===== src/rtl/regfile_mp.sv =====
// Parametrised multi-read-port integer register file with x0 hard-wired to zero.
// A reset starts a hardware clear sweep; ready rises once every register holds zero.
module regfile_mp #(
   parameter int XLEN   = 32,
   parameter int NREGS  = 32,
   parameter int AW     = $clog2(NREGS),
   parameter int NRD    = 2,
   parameter int BYPASS = 1
) (
   input  logic                clk,
   input  logic                rst,
   input  logic                wen,
   input  logic [AW-1:0]       rd,
   input  logic [XLEN-1:0]     din,
   input  logic [NRD*AW-1:0]   rs,
   output logic [NRD*XLEN-1:0] rdata,
   output logic                ready
);

   typedef enum logic {CLEAR, READY} state_t;

   state_t          state_reg;
   logic [AW-1:0]   cnt_reg;

   // x0 has no storage behind it; reads of index 0 are forced to zero below.
   logic [XLEN-1:0] mem [1:NREGS-1];

   always_ff @(posedge clk) begin
      if (rst) begin
         state_reg <= CLEAR;
         cnt_reg   <= AW'(1);
      end else if (state_reg == CLEAR) begin
         if (cnt_reg == AW'(NREGS-1)) begin
            state_reg <= READY;
         end else begin
            cnt_reg <= cnt_reg + AW'(1);
         end
      end
   end

   // Storage is left alone on reset edges; the sweep owns the write port until READY.
   always_ff @(posedge clk) begin
      if (!rst) begin
         if (state_reg == CLEAR) begin
            mem[cnt_reg] <= '0;
         end else if (wen && (rd != '0)) begin
            mem[rd] <= din;
         end
      end
   end

   assign ready = (state_reg == READY) && !rst;

   for (genvar gi = 0; gi < NRD; gi++) begin : g_rd
      logic [AW-1:0]   idx;
      logic [XLEN-1:0] rval;

      assign idx = rs[gi*AW +: AW];

      always_comb begin
         rval = '0;
         if ((state_reg == READY) && (idx != '0)) begin
            if ((BYPASS != 0) && wen && (rd == idx)) begin
               rval = din;
            end else begin
               rval = mem[idx];
            end
         end
      end

      assign rdata[gi*XLEN +: XLEN] = rval;
   end

endmodule

===== config.mk =====
export PLATFORM = sky130hd
export DESIGN_NAME = regfile_mp
export DESIGN_NICKNAME = d
export VERILOG_FILES = /design/src/rtl/regfile_mp.sv
export SDC_FILE = /design/constraint.sdc
export NUM_CORES = 1
export LEC_CHECK = 0
export CORE_MARGIN = 2
export CORE_UTILIZATION = 45
export DETAILED_ROUTE_END_ITERATION = 10
export HOLD_SLACK_MARGIN = 0.02
export PLACE_DENSITY = 0.59
export RECOVER_POWER = 100
export SYNTH_ARGS = -nofsm -noshare
export SYNTH_HDL_FRONTEND = slang
export SYNTH_SLANG_ARGS = --single-unit

===== constraint.sdc =====
create_clock -name clk -period 4.1 [get_ports clk]
set_input_delay 1.23 -clock clk [delete_from_list [all_inputs] [get_ports clk]]
set_output_delay 1.23 -clock clk [all_outputs]
set_load 0.005 [all_outputs]

==> results of run 1 <==
-- routing by layer --
layer / vias up / wire length (µm) / part of all wire / global-route usage
met5: - / 11 / 0.000065 / 0
met2: 2014 / 78900 / 0.46 / 0.4945
met1: 16725 / 63150 / 0.37 / 0.4104
met4: 2 / 9639 / 0.057 / 0.1450
met3: 513 / 18670 / 0.11 / 0.07071
li1: 12839 / - / - / -
-- cells in the final DEF (no fill, tap or decap), drive strengths merged, types with 9 or more instances in the layout --
master	count
edfxtp	992
buf	677
mux4	365
mux2i	278
clkbuf	238
a21oi	113
nor2	110
a211oi	78
nand2	71
o22ai	56
clkinv	52
o21ai	52
a22oi	48
and2	34
clkdlybuf4s50	32
a221oi	23
a211o	22
mux2	22
o2bb2ai	22
nor3	19
a221o	18
a22o	16
a32o	16
o221ai	16
nand4	12
bufinv	12
xnor2	11
o211ai	10
inv	9
-- worst min-delay path by stage --
stage,endpoint,cells after the start
2_1_floorplan,cnt_reg[4],2
3_3_place_gp,cnt_reg[1],2
3_5_place_dp,cnt_reg[1],2
4_1_cts,cnt_reg[1],2
5_1_grt,cnt_reg[1],2
6_report,cnt_reg[1],2
-- cell type report --
type,count,area (µm²),share of cell area
Multi-Input combinational cell,1458,17570,0.2852
Clock inverter,71,660.6,0.01072
Timing Repair Buffer,822,8869,0.1439
Sequential cell,998,29910,0.4854
Tap cell,1380,1727,0.02802
Clock buffer,130,2849,0.04624
Inverter,5,26.28,0.0004265
-- logic make-up after synthesis --
| logic type | count (synthesis) | share of synthesized area |
|---|---|---|
| AO/OA/AOI/OAI | 503 | 0.07521 |
| XOR/XNOR | 13 | 0.002411 |
| adder cells (fa/ha/maj) | 2 | 0.0005297 |
| buffers and inverters | 227 | 0.02350 |
| flip-flops | 998 | 0.6332 |
| multiplexers | 665 | 0.2382 |
| AND/OR/NAND/NOR | 275 | 0.02691 |
-- worst max-delay path: cells and delay by family --
family,cells,cell delay [ps]
AO/OA/AOI/OAI,3,650
XOR/XNOR,1,190
buffers and inverters,6,960
AND/OR/NAND/NOR,1,210
-- what timing repair did --
item / in CTS / in global routing
endpoints found under the setup margin: 64 / 64
buffers inserted: 158 / 68
hold buffers: 0 / 0
hold endpoints to repair: 0 / 0
gates resized for setup: 643 / 176
gates cloned: 32 / 8
pin swaps: 147 / 127
-- through the flow --
step | util | setup TNS (ps) | power [mW]
final | 0.5936 | -18830 | 23.28
after global routing | 0.5936 | -24550 | 23.84
after CTS | 0.5932 | -12830 | 23.25
after detailed placement | 0.5254 | -95580 | 13.26
after global placement | 0.5254 | -93390 | 13.25
after floorplan | - | -64930 | 12.36
-- where the power goes --
part           internal [mW]  switching (mW)  total, mW
clock                   5.68            4.07       9.75
sequential              11.2          0.0476       11.2
combinational           1.13            1.19       2.32
==> key figures, run 1 <==
Layout
  – # diodes: 0
  – Largest register FFs: between 900 and 1000
  – Number of fill cells: between 7000 and 8000
  – Layout Cells excl Fill: between 4000 and 5000
  – P&R area growth vs syn: 30.45%
  – Fin area: ~60000 µm²
  – Share of layout cells above drive strength 1: 0.4397
  – Final #Nets: 3445

Placement
  – Port Buf Inserts: 114
  – Final weighted congestion in routability-driven placement: between 0.8 and 0.9
  – Cells after DPL: between 4000 and 5000
  – Placed Area: between 50000 and 60000 µm²
  – Pre-CTS WS: -1055 ps
  – DP Wirelength: about 100000 µm

Drt
  – WL final: ~170000 µm
  – Wire per inst: ~35 µm
  – DRT antenna net count: 0
  – DR iter-0 viols: 4235
  – Via Count: around 32000
  – DRC: 0
  – Drt first pass iters: 5
  – Post-DR vias/cell: 6.598

Clocking
  – Root Driver: clkbuf_16
  – H-tree Lvls: 3
  – Total CTS buffers: 108
  – Clock Pin Slew Worst Setup and Hold Paths: ~60 ps
  – Num Clock Sinks: about 1000
  – Clock buffer depth: 3
  – Worst skew pair latency: approximately 690 ps
  – CTS tree: built

Timing
  – Final setup violation count: about 160
  – Worst setup margin: -376.6 ps
  – Final Hold Fails: 0
  – Final period util: 1.092
  – Max_slew headroom: 0.1653
  – Max frequency: 223.4 MHz
  – RSZ-0062 raised after global routing: yes
  – Hold WS: approximately 560 ps
  – Max Transition Viols Final: 0
  – Fin crit period: approximately 4500 ps
  – Worst clock skew: ~15 ps
  – Worst Tran Pin Value: around 1300 ps

Setup path
  – Setup crit end kind: output pin
  – Critical path destination: rdata[22]
  – CP Data Required Time: approximately 2900 ps
  – Worst-case reg-to-reg path depth: 7
  – Worst R2R Setup Slack: around 400 ps
  – Critical Path Fanout Max: 6
  – FF-to-FF End: mem[2][30]
  – Crit path largest cell delay: 310 ps
  – Worst path cell trace: buf_16 -> buf_16 -> xnor2_1 -> nand4_1 -> o211ai_1 -> buf_4 -> buf_6 -> a211oi_1 -> buf_4 -> a221o_1 -> buf_2
  – Critical path class: primary input to output pin
  – Worst Setup SP: rs[0]
  – Worst setup SP type: primary input
  – Worst Path Arrival: about 3300 ps
  – Slowest CP cell: a221o_1
  – Reg2reg start: state_reg

Logic synthesis
  – Flop and latch count out of synthesis: roughly 1000
  – Top cells by count, synth: edfxtp_1 (992), mux4_2 (365), mux2i_1 (278), clkbuf_1 (118), a21oi_1 (113)
  – Post-synth top flop: edfxtp_1
  – Cells after Synth: roughly 2700
  – Post-synth top area cell: edfxtp_1
  – Fraction of registers with async set/reset: 0
  – Synth warnings: 0
  – Mean post-synth cell area: 17.60 µm²
  – Top-count cell post-synth: edfxtp_1
  – Number of enable flip-flop cells after synthesis: between 900 and 1000
  – Top cells by area, synth: edfxtp_1 (63%), mux4_2 (17%), mux2i_1 (5.9%), a211oi_1 (1.2%), a21oi_1 (1.2%)
  – Synthesized area: roughly 47000 µm²
  – Post-synthesis sequential area ratio: 0.6332
  – Netlist cell types: 56
  – Post-Syn Nets: between 2000 and 3000
  – Synth top area share: 0.6307

Floorplanning
  – Die Y: ~330 µm
  – Initial core utilization: 0.4551
  – Rows: 118
  – Die ar.: about 110000 µm²
  – Core area: about 100000 µm²
  – Die X: around 330 µm
  – I/O pin total: roughly 120

Power
  – Total power per unit cell area: approximately 380 nW/µm²
  – Pleak: between 15 and 20 nW
  – VDD IR-drop max: around 0.33 mV

Status
  – Outcome: finished with violations
  – Violated checks: negative setup slack

Global routing
  – Largest net degree at the start of global routing: 38
  – Total grt overflow: 0
  – Vias in the first global route: approximately 33000
  – GRT Overall Usage: 0.3116
  – First-pass GRT wire length: approximately 240000 µm
  – Initial antenna violation count: 2

Worst hold path
  – HP Class: flop to flop
  – Worst Hold Launch: cnt_reg[1]

Run
  – Max cap viols: 0
Power figures use the tool's default switching activity.
==> run 2: changes to the inputs <==
CORE_ASPECT_RATIO = 1.25   (was default)
==> run 2 against run 1 <==
  * Sequential cell count stayed put
  * Largest cell class unchanged
  * The run still ends with negative setup slack left
  * Combinational power about the same
  * Critical path depth rose by 2
  * Final cell count shrank 1.0%
  * Global-route usage grew 0.15 points
  * Critical endpoint is now rdata[40]
  * Critical path type unchanged
  * Final area fell by 0.57%
  * Non-clock buffer count grew 3
  * Clock skew up 4.5 ps
  * Register-to-register slack better by 50 ps
==> key figures, run 2 (synthesis results as in run 1) <==
Status
  – Outcome: finished with violations
  – Violated checks: negative setup slack

Floorplanning
  – I/O pin total: 115 (unchanged)
  – Die X: 293.8 µm (-10%)
  – Initial core utilization: 0.4547 (about the same)
  – Rows: 132 (+12%)
  – Core area: 103900 µm² (about the same)
  – Die ar.: 107600 µm² (about the same)
  – Die Y: 366.2 µm (+12%)

Power
  – Clk pwr share: 0.395 (-0.024)
  – VDD IR-drop max: 0.4380 mV (+35%)
  – Sw Pwr: 5.273 mW (-0.65%)
  – Sequential share of power: 0.501 (+0.020)
  – Combinational Power Share: 0.104 (+0.004)
  – Net Sw Frac: 0.2358 (+0.007771)
  – Pleak: 19.68 nW (-0.75%)
  – Total power per unit cell area: 365.1 nW/µm² (-3.4%)
  – Internal power: 17.09 mW (-4.9%)

Timing
  – Final Hold Fails: 0 (unchanged)
  – Hold WS: 570.5 ps (+5.570 ps)
  – Worst Tran Pin Value: 1306 ps (+54.48 ps)
  – Final period util: 1.089 (-0.002762)
  – Max_slew headroom: 0.1290 (-0.03632)
  – Worst clock skew: 19.86 ps (+4.492 ps)
  – Worst setup margin: -365.3 ps (+11.33 ps)
  – Fin crit period: 4465 ps (-11.33 ps)
  – RSZ-0062 raised after global routing: yes
  – Max frequency: 224.0 MHz (+0.25%)
  – Final setup violation count: 84 (-46%)
  – Max Transition Viols Final: 0 (unchanged)

Setup path
  – Setup crit end kind: output pin
  – Worst Path Arrival: 3240 ps (about the same)
  – CP delay by family, top: buffers and inverters
  – Critical path class: primary input to output pin
  – Crit path largest cell delay: 430 ps (+120 ps)
  – CP most frequent cell: buf_12
  – Worst path cell trace: buf_12 -> buf_12 -> buf_12 -> buf_12 -> buf_16 -> buf_8 -> mux4_2 -> mux2i_2 -> o21ai_1 -> a21oi_2 -> buf_4 -> o2bb2ai_4 -> buf_2
  – Bufs and invs on worst path: 8 (+2)
  – Critical Path Fanout Max: 7 (+1)
  – CP Data Required Time: 2870 ps (about the same)
  – Slowest CP cell: mux4_2
  – Worst setup SP type: primary input

Global routing
  – GRT Overall Usage: 0.3130 (+0.001470)
  – Largest net degree at the start of global routing: 37 (-2.6%)
  – Total grt overflow: 0 (unchanged)
  – First-pass GRT wire length: 238300 µm (+0.51%)
  – Initial antenna violation count: 3 (+1)
  – Vias in the first global route: 32657 (+0.092%)

Placement
  – DP Wirelength: 104300 µm (+1.6%)
  – Placed Area: 54870 µm² (+0.63%)
  – Port Buf Inserts: 114 (unchanged)
  – Final weighted congestion in routability-driven placement: 0.9019 (+0.43%)

Layout
  – Final #Nets: 3440 (-0.15%)
  – Seq. cell area: 29910 µm² (unchanged)
  – Share of layout cells above drive strength 1: 0.4482 (+0.008432)
  – P&R area growth vs syn: 29.71%
  – Number of fill cells: 7725 (+1.8%)
  – Fin area: 61260 µm² (-0.57%)
  – Final core occ: 0.5897 (-0.003901)
  – Most common cell after layout, fill and taps aside: edfxtp_1
  – Multi-input logic area: 17770 µm² (+1.1%)
  – Most frequent cells in the layout: edfxtp_1 (992), mux4_2 (365), buf_4 (342)
  – Largest register FFs: 992 (unchanged)

Clocking
  – Total CTS buffers: 100 (-7.4%)
  – Hold_buf cts: 0 (unchanged)
  – H-tree Lvls: 3 (unchanged)
  – Root Driver: clkbuf_16
  – Worst skew pair latency: 720 ps (+30 ps)
  – Clock Pin Slew Worst Setup and Hold Paths: 60 ps (about the same)
  – Num Clock Sinks: 998 (unchanged)
  – Clock buffer depth: 3 (unchanged)
  – CTS tree: built

Drt
  – Via Count: 32101 (+0.025%)
  – DRC: 0 (unchanged)
  – Wire per inst: 35.50 µm (+1.3%)
  – Post-DR vias/cell: 6.670 (+1.1%)
  – Drt first pass iters: 5 (unchanged)
  – DR iter-0 viols: 3845 (-9.2%)
  – DRT antenna net count: 0 (unchanged)
  – WL final: 170800 µm (+0.28%)

Worst hold path
  – HP Class: flop to flop

Run
  – Max cap viols: 0 (unchanged)
## run 2: cell count changes in the layout (fill, tap and decap cells not counted), sizes merged
cell,before,now
clkinvlp,3,2
clkinv,52,50
inv,9,11
diode,0,1
clkbuf,238,243
dlygate4sd2,1,2
bufinv,12,4
clkdlybuf4s15,1,0
dlygate4sd3,2,1
clkdlybuf4s50,32,33
bufbuf,1,4
buf,677,666
## run 2: power groups by stage
| stage | logic (mW) | registers (mW) | clock network (mW) |
|---|---|---|---|
| 2_1_floorplan | 0.949 | 11.4 | 0 |
| 3_3_place_gp | 1.83 | 11.4 | 0 |
| 3_5_place_dp | 1.84 | 11.4 | 0 |
| 4_1_cts | 2.19 | 11.2 | 8.92 |
| 5_1_grt | 2.39 | 11.2 | 9.30 |
| 6_report | 2.32 | 11.2 | 8.84 |
## run 2: area by class of cell
class,instances,area share
flip-flops and latches,998,0.4882
clock inverters,62,0.007557
inverters,5,0.0003676
diodes,1,0.00004085
clock buffers,124,0.04281
multi-input cells,1458,0.2901
well taps,1340,0.02737
repair buffers,825,0.1436
## run 2: worst paths after layout
path	to	slack (ps)	start	cells after the start
max	rdata[40]	-370	rs[5]	13
min	cnt_reg[4]	570	cnt_reg[4]	2
max reg2reg	mem[9][7]	450	state_reg	8
min reg2reg	cnt_reg[4]	570	cnt_reg[4]	2
## run 2: per-stage QoR
step | std cells | TNS [ps] | power (mW) | setup slack, ps
final | 4813 | -14870 | 22.37 | -365.3
after global routing | 4812 | -22050 | 22.90 | -408.2
after CTS | 4740 | -14230 | 22.31 | -378.2
after detailed placement | 4390 | -200850 | 13.27 | -1121
after global placement | 4390 | -169690 | 13.25 | -1097
after floorplan | 2683 | -64930 | 12.36 | -289.9
## run 2: worst reg2reg max path, stage by stage (launching register included)
cell	delay, ps
dfxtp_1	380
buf_4	210
and3b_1	210
o21a_1	240
clkbuf_1	520
nor3_1	100
a31oi_1	890
nor2_1	210
clkbuf_2	470
## run 2: timing repair
item,4_1_cts,5_1_grt
endpoints found under the setup margin,64,64
resized for setup,596,208
buffers inserted,142,94
cloned,25,5
pin swaps,158,119
## run 2: layer usage
| layer | vias up | share of wire | global-route usage |
|---|---|---|---|
| met4 | 2 | 0.065 | 0.1682 |
| li1 | 12812 | - | - |
| met1 | 16783 | 0.36 | 0.4082 |
| met2 | 2019 | 0.48 | 0.5081 |
| met3 | 485 | 0.095 | 0.04598 |
| met5 | - | 0.000076 | 0 |
